File: src/rtl/pmic_rail_sequencer.sv
// ============================================================================
// pmic_rail_sequencer : ordered LDO power-up/power-down with PG checks and faults
// Rev 1.0
// ============================================================================
`default_nettype none

module pmic_rail_sequencer #(
  parameter int N_RAILS = 3,
  parameter int CNT_W   = 16
) (
  input  logic                       clk,
  input  logic                       reset,
  input  logic                       on_req,
  input  logic                       low_bat,
  input  logic                       low_pow,
  input  logic [N_RAILS-1:0]         rail_pg,
  input  logic [N_RAILS*CNT_W-1:0]   dly_cfg,
  output logic [N_RAILS-1:0]         rail_en,
  output logic                       ready,
  output logic                       fault,
  output logic [1:0]                 fault_code,
  output logic [2:0]                 state_o
);

  localparam int IDX_W = (N_RAILS > 2) ? $clog2(N_RAILS) : 1;
  localparam logic [IDX_W-1:0] C_LAST_IDX = IDX_W'(N_RAILS - 1);

  localparam logic [1:0] C_CODE_NONE    = 2'b00;
  localparam logic [1:0] C_CODE_PG_TO   = 2'b01;
  localparam logic [1:0] C_CODE_PG_LOST = 2'b10;
  localparam logic [1:0] C_CODE_LOW_POW = 2'b11;

  typedef enum logic [2:0] {
    S_OFF   = 3'd0,
    S_PWRUP = 3'd1,
    S_ON    = 3'd2,
    S_PWRDN = 3'd3,
    S_FAULT = 3'd4
  } state_t;

  state_t                 r_state, w_state_nxt;
  logic [IDX_W-1:0]       r_idx, w_idx_nxt;
  logic [CNT_W-1:0]       r_cnt, w_cnt_nxt;
  logic [N_RAILS-1:0]     r_rail_en, w_rail_en_nxt;
  logic                   r_ready, w_ready_nxt;
  logic                   r_fault, w_fault_nxt;
  logic [1:0]             r_fault_code, w_fault_code_nxt;

  logic [IDX_W-1:0]       w_idx_inc;
  logic [IDX_W-1:0]       w_idx_dec;

  assign w_idx_inc = r_idx + IDX_W'(1);
  assign w_idx_dec = r_idx - IDX_W'(1);

  function automatic logic [CNT_W-1:0] f_dly(input logic [IDX_W-1:0] idx);
    return dly_cfg[int'(idx)*CNT_W +: CNT_W];
  endfunction

  always_ff @(posedge clk) begin
    if (reset) begin
      r_state      <= S_OFF;
      r_idx        <= '0;
      r_cnt        <= '0;
      r_rail_en    <= '0;
      r_ready      <= 1'b0;
      r_fault      <= 1'b0;
      r_fault_code <= C_CODE_NONE;
    end else begin
      r_state      <= w_state_nxt;
      r_idx        <= w_idx_nxt;
      r_cnt        <= w_cnt_nxt;
      r_rail_en    <= w_rail_en_nxt;
      r_ready      <= w_ready_nxt;
      r_fault      <= w_fault_nxt;
      r_fault_code <= w_fault_code_nxt;
    end
  end

  always_comb begin
    w_state_nxt      = r_state;
    w_idx_nxt        = r_idx;
    w_cnt_nxt        = r_cnt;
    w_rail_en_nxt    = r_rail_en;
    w_ready_nxt      = r_ready;
    w_fault_nxt      = r_fault;
    w_fault_code_nxt = r_fault_code;

    case (r_state)
      S_OFF: begin
        if (on_req && !low_bat && !low_pow) begin
          w_state_nxt      = S_PWRUP;
          w_idx_nxt        = '0;
          w_cnt_nxt        = f_dly('0);
          w_rail_en_nxt    = '0;
          w_rail_en_nxt[0] = 1'b1;
        end
      end

      S_PWRUP: begin
        if (low_pow) begin
          w_state_nxt      = S_FAULT;
          w_rail_en_nxt    = '0;
          w_ready_nxt      = 1'b0;
          w_fault_nxt      = 1'b1;
          w_fault_code_nxt = C_CODE_LOW_POW;
          w_idx_nxt        = '0;
          w_cnt_nxt        = '0;
        end else if (!on_req || low_bat) begin
          // Abort: unwind from the rail currently being brought up.
          w_state_nxt = S_PWRDN;
          w_cnt_nxt   = f_dly(r_idx);
        end else if (r_cnt != '0) begin
          w_cnt_nxt = r_cnt - CNT_W'(1);
        end else if (rail_pg[r_idx]) begin
          if (r_idx == C_LAST_IDX) begin
            w_state_nxt = S_ON;
            w_ready_nxt = 1'b1;
          end else begin
            w_idx_nxt                = w_idx_inc;
            w_rail_en_nxt[w_idx_inc] = 1'b1;
            w_cnt_nxt                = f_dly(w_idx_inc);
          end
        end else begin
          w_state_nxt      = S_FAULT;
          w_rail_en_nxt    = '0;
          w_ready_nxt      = 1'b0;
          w_fault_nxt      = 1'b1;
          w_fault_code_nxt = C_CODE_PG_TO;
          w_idx_nxt        = '0;
          w_cnt_nxt        = '0;
        end
      end

      S_ON: begin
        w_rail_en_nxt = '1;
        w_ready_nxt   = 1'b1;
        if (low_pow || !(&rail_pg)) begin
          w_state_nxt      = S_FAULT;
          w_rail_en_nxt    = '0;
          w_ready_nxt      = 1'b0;
          w_fault_nxt      = 1'b1;
          w_fault_code_nxt = low_pow ? C_CODE_LOW_POW : C_CODE_PG_LOST;
          w_idx_nxt        = '0;
          w_cnt_nxt        = '0;
        end else if (!on_req || low_bat) begin
          w_state_nxt = S_PWRDN;
          w_ready_nxt = 1'b0;
          w_idx_nxt   = C_LAST_IDX;
          w_cnt_nxt   = f_dly(C_LAST_IDX);
        end
      end

      S_PWRDN: begin
        if (low_pow) begin
          w_state_nxt      = S_FAULT;
          w_rail_en_nxt    = '0;
          w_ready_nxt      = 1'b0;
          w_fault_nxt      = 1'b1;
          w_fault_code_nxt = C_CODE_LOW_POW;
          w_idx_nxt        = '0;
          w_cnt_nxt        = '0;
        end else if (r_cnt != '0) begin
          w_cnt_nxt = r_cnt - CNT_W'(1);
        end else begin
          w_rail_en_nxt[r_idx] = 1'b0;
          if (r_idx == '0) begin
            w_state_nxt = S_OFF;
            w_cnt_nxt   = '0;
          end else begin
            w_idx_nxt = w_idx_dec;
            w_cnt_nxt = f_dly(w_idx_dec);
          end
        end
      end

      S_FAULT: begin
        w_rail_en_nxt = '0;
        w_ready_nxt   = 1'b0;
        w_fault_nxt   = 1'b1;
        if (!on_req) begin
          w_state_nxt      = S_OFF;
          w_fault_nxt      = 1'b0;
          w_fault_code_nxt = C_CODE_NONE;
          w_idx_nxt        = '0;
          w_cnt_nxt        = '0;
        end
      end

      default: begin
        w_state_nxt      = S_OFF;
        w_idx_nxt        = '0;
        w_cnt_nxt        = '0;
        w_rail_en_nxt    = '0;
        w_ready_nxt      = 1'b0;
        w_fault_nxt      = 1'b0;
        w_fault_code_nxt = C_CODE_NONE;
      end
    endcase
  end

  assign rail_en    = r_rail_en;
  assign ready      = r_ready;
  assign fault      = r_fault;
  assign fault_code = r_fault_code;
  assign state_o    = r_state;

endmodule

`default_nettype wire

File: config.mk
export PLATFORM = sky130hd
export DESIGN_NAME = pmic_rail_sequencer
export DESIGN_NICKNAME = d
export VERILOG_FILES = /design/src/rtl/pmic_rail_sequencer.sv
export SDC_FILE = /design/constraint.sdc
export NUM_CORES = 1
export LEC_CHECK = 0
export CAP_MARGIN = 40
export CORE_ASPECT_RATIO = 1.75
export CORE_MARGIN = 3
export CORE_UTILIZATION = 48
export DETAILED_ROUTE_END_ITERATION = 7
export MAX_ROUTING_LAYER = met4
export PLACE_DENSITY = 0.83
export REMOVE_ABC_BUFFERS = 1
export SLEW_MARGIN = 20
export SYNTH_ARGS = -nofsm -noshare
export SYNTH_HDL_FRONTEND = slang
export SYNTH_SLANG_ARGS = --single-unit
export TNS_END_PERCENT = 1
File: constraint.sdc
create_clock -name clk -period 2.71 [get_ports clk]
set_input_delay 0.542 -clock clk [delete_from_list [all_inputs] [get_ports clk]]
set_output_delay 0.542 -clock clk [all_outputs]
set_load 0.05 [all_outputs]
==> impl_metrics.py <==
metrics = {
    "die": {
        "ioPinCount": 66,
        "rows": 40,
        "core_sq_um": 6910,
        "die_h_microns": 118,
        "die-area_sq_um": 8230,
        "die_x_microns": 69.9,
        "start_util": 0.496,
    },
    "power": {
        "max-vdd-ir-drop_mv": 0.563,
        "p_per_area_nw_per_um2": 1020,
        "p_leak_nw": 1.63,
    },
    "grt": {
        "antenna_found_initial": 0,
        "track_usage": 0.351,
        "grt.overflow.total": 0,
        "grt_max_degree": 28,
        "grt_first_pass_wirelength_mm": 22.2,
        "grt_pass1_vias": 4345,
    },
    "synthesis": {
        "synth_warnings": 0,
        "synth_top_area_share": 0.164,
        "synth_edf_count": 0,
        "ys_types": 70,
        "synth_area_leader_cell": "dfxtp_1",
        "synthTopCellsByArea": "dfxtp_1 (16%), mux2i_1 (13%), a21oi_1 (6.6%)",
        "postSynthCellCount": 464,
        "syn_area_sq_um": 3430,
        "synth_flop_cell": "dfxtp_1",
        "seq_area_frac_synth": 0.164,
        "syn_avg_cell_area_sq_um": 7.39,
        "ys_ff_latch": 28,
        "synthArstFlopShare": 0,
    },
    "worst_setup_path": {
        "arrival_ns": 2.72,
        "reg2reg_to": "r_cnt[7]",
        "crit_path_end_kind": "flop",
        "slowest_delay_ns": 0.41,
        "worstSetupPathType": "reg -> reg",
        "cp-start-kind": "flop",
        "r2r_start": "r_idx[1]",
        "path_cells": "buf_4 -> mux2i_1 -> nor3_1 -> buf_4 -> a2111oi_0 -> a211oi_1 -> a211oi_1 -> o21ai_1",
        "reg2reg_depth": 8,
        "crit_path_top_delay_cell": "a211oi_1",
        "crit_required_ns": 2.87,
        "reg2reg_slack_ns": 0.15,
        "worstPathMaxFanout": 21,
    },
    "placement": {
        "place_area_sq_um": 4490,
        "place.gp.congestion": 1.00,
        "io_buffers": 65,
        "dp_hpwl_mm": 11.1,
        "placed_cells": 642,
    },
    "clock_tree": {
        "cts_tree": "done",
        "cts_hold_buf": 0,
        "path_clk_slew_ns": 0.08,
        "cts_buffer_depth": 2,
        "cts_buffers": 3,
        "cts_sinks": 28,
        "insertion_delay_ns": 0.27,
        "htreeDepth": 1,
        "cts_root_buf": "clkbuf_16",
    },
    "sta": {
        "setup_viol": 0,
        "period_share": 0.944,
        "period_needed_ns": 2.56,
        "finalHoldViolCount": 0,
        "rsz0062_at_grt": "false",
        "setup_tns_ns": 0,
        "slew_headroom": 0.569,
        "timing.fmax_mhz": 391,
        "final.setup_skew_ns": 0.00680,
        "maxSlewViolCount": 0,
        "tightest_slew_ns": 0.641,
    },
    "hold_path": {
        "min_to": "fault_code[1]",
        "min_path_cells": 2,
        "min_path_type": "reg -> reg",
        "min_from": "fault_code[1]",
    },
    "drt": {
        "drt-total-wl_mm": 14.2,
        "drt_iter0_drc": 425,
        "dr.pass1.iters": 5,
        "drtAntennaViolNets": 0,
        "drc_errors": 0,
        "vias": 4280,
        "avgViaCountPerCell": 6.63,
        "wl_per_cell_microns": 22.0,
    },
    "cells_and_area": {
        "fin_area_sq_um": 4600,
        "syn2layout_area_growth_pct": 34.1,
        "fin_cells": 646,
        "antennaDiodeCount": 0,
        "fillers": 641,
        "drive_gt1_frac": 0.167,
        "fin_nets": 624,
    },
    "outcome": {
        "status": "complete, no violations",
    },
    "job": {
        "maxCapViolCount": 0,
    },
}
cell usage in the layout (no fill, tap or decap), drive strengths merged, types with 4 or more instances in the layout:
master	count
or4	5
nand3	4
o21ai	36
ha	5
nand4	4
o221ai	4
mux2	12
dfxtp	28
nand2	41
mux2i	43
nor2	51
clkdlybuf4s50	65
a2111oi	4
a22oi	13
nor2b	7
a221oi	9
o22ai	6
a211oi	8
o211ai	7
o2bb2ai	4
or3	5
a31oi	4
a21o	4
a21oi	46
buf	63
nand2b	5
o31ai	4
xnor2	4
nor3	20
inv	6
worst max-delay path: cells and delay by family (launching register included):
kind / cells / cell delay [ns]
AOI/OAI and AO/OA: 4 / 0.98
buffers and inverters: 2 / 0.57
DFF: 1 / 0.36
muxes: 1 / 0.35
and+or+nand+nor: 1 / 0.18
cell usage after synthesis, types with 3 or more instances:
cell type / n
o31ai_1: 4
o221ai_1: 4
buf_2: 10
or3_1: 5
nand2b_1: 4
nand3_1: 4
nor2_1: 50
o2bb2ai_1: 4
a221o_1: 3
nand2_1: 41
ha_1: 5
o22ai_1: 5
o21ai_0: 34
nor2b_1: 6
xnor2_1: 4
a211oi_1: 8
o21a_1: 3
a2111oi_0: 4
mux2i_1: 43
nor3_1: 19
a21o_1: 4
inv_1: 6
nor3b_1: 3
a22oi_1: 13
dfxtp_1: 28
a221oi_1: 9
nand4_1: 4
or4_1: 3
buf_6: 6
mux2_2: 12
o211ai_1: 7
clkbuf_1: 14
a31oi_1: 4
a21oi_1: 45
area by class of cell:
| class | count | area, sq um | area share |
|---|---|---|---|
| timing repair buffer | 128 | 1150 | 0.250 |
| multi-input combinational | 395 | 2650 | 0.577 |
| inverter | 7 | 26.3 | 0.00572 |
| clock inverter | 1 | 30.0 | 0.00653 |
| clock buffer | 3 | 75.1 | 0.0163 |
| sequential | 28 | 561 | 0.122 |
| tap | 84 | 105 | 0.0229 |
cell families after synthesis:
group                      share of synthesized area
muxes                                          0.165
buffers and inverters                         0.0657
AOI/OAI and AO/OA                              0.333
and+or+nand+nor                                0.239
xor gates and xnor gates                      0.0153
adders and majority gates                     0.0182
DFF                                            0.164
flip-flops by register name (all words and copies together) (netlist names):
signal / flops
r_idx: 2
state_o: 3
fault: 1
fault_code: 2
ready: 1
r_cnt: 16
rail_en: 3
worst max-delay path by stage:
stage	slack, ns	to	start
detailed placement	0.003	r_cnt[7]	rail_pg[2]
global route	0.008	r_cnt[5]	r_cnt[1]
finish	0.15	r_cnt[7]	r_idx[1]
CTS	0.04	r_cnt[5]	r_cnt[1]
global placement	-0.008	r_cnt[7]	rail_pg[2]
floorplan	-1.83	r_cnt[5]	r_idx[0]
through the flow:
| stage | total power, mW | util | hold slack [ns] | setup WS, ns |
|---|---|---|---|---|
| finish | 4.69 | 0.666 | 0.465 | 0.152 |
| global route | 4.97 | 0.666 | 0.503 | 0.00786 |
| CTS | 4.62 | 0.665 | 0.471 | 0.0403 |
| detailed placement | 4.15 | 0.649 | 0.460 | 0.00310 |
| global placement | 4.10 | 0.649 | 0.440 | -0.00772 |
| floorplan | 2.74 | - | 0.464 | -1.83 |
what timing repair did:
item                                    in CTS  in global routing
resized for setup                            0                  2
endpoints found under the setup margin       0                 13
hold endpoints to repair                     0                  0
buffers inserted                             0                  0
power by group:
part / total (mW) / switching (mW) / internal, mW
registers: 0.755 / 0.204 / 0.552
logic: 3.48 / 2.08 / 1.40
clock network: 0.456 / 0.161 / 0.295
total: 4.69 / 2.45 / 2.24
metal layers:
metal,GRT usage,routed length [microns]
met5,-,0
met3,0.0368,834
met4,0.257,1090
met2,0.622,7360
met1,0.345,4910
Note: power is estimated with default switching activity, not from simulation.
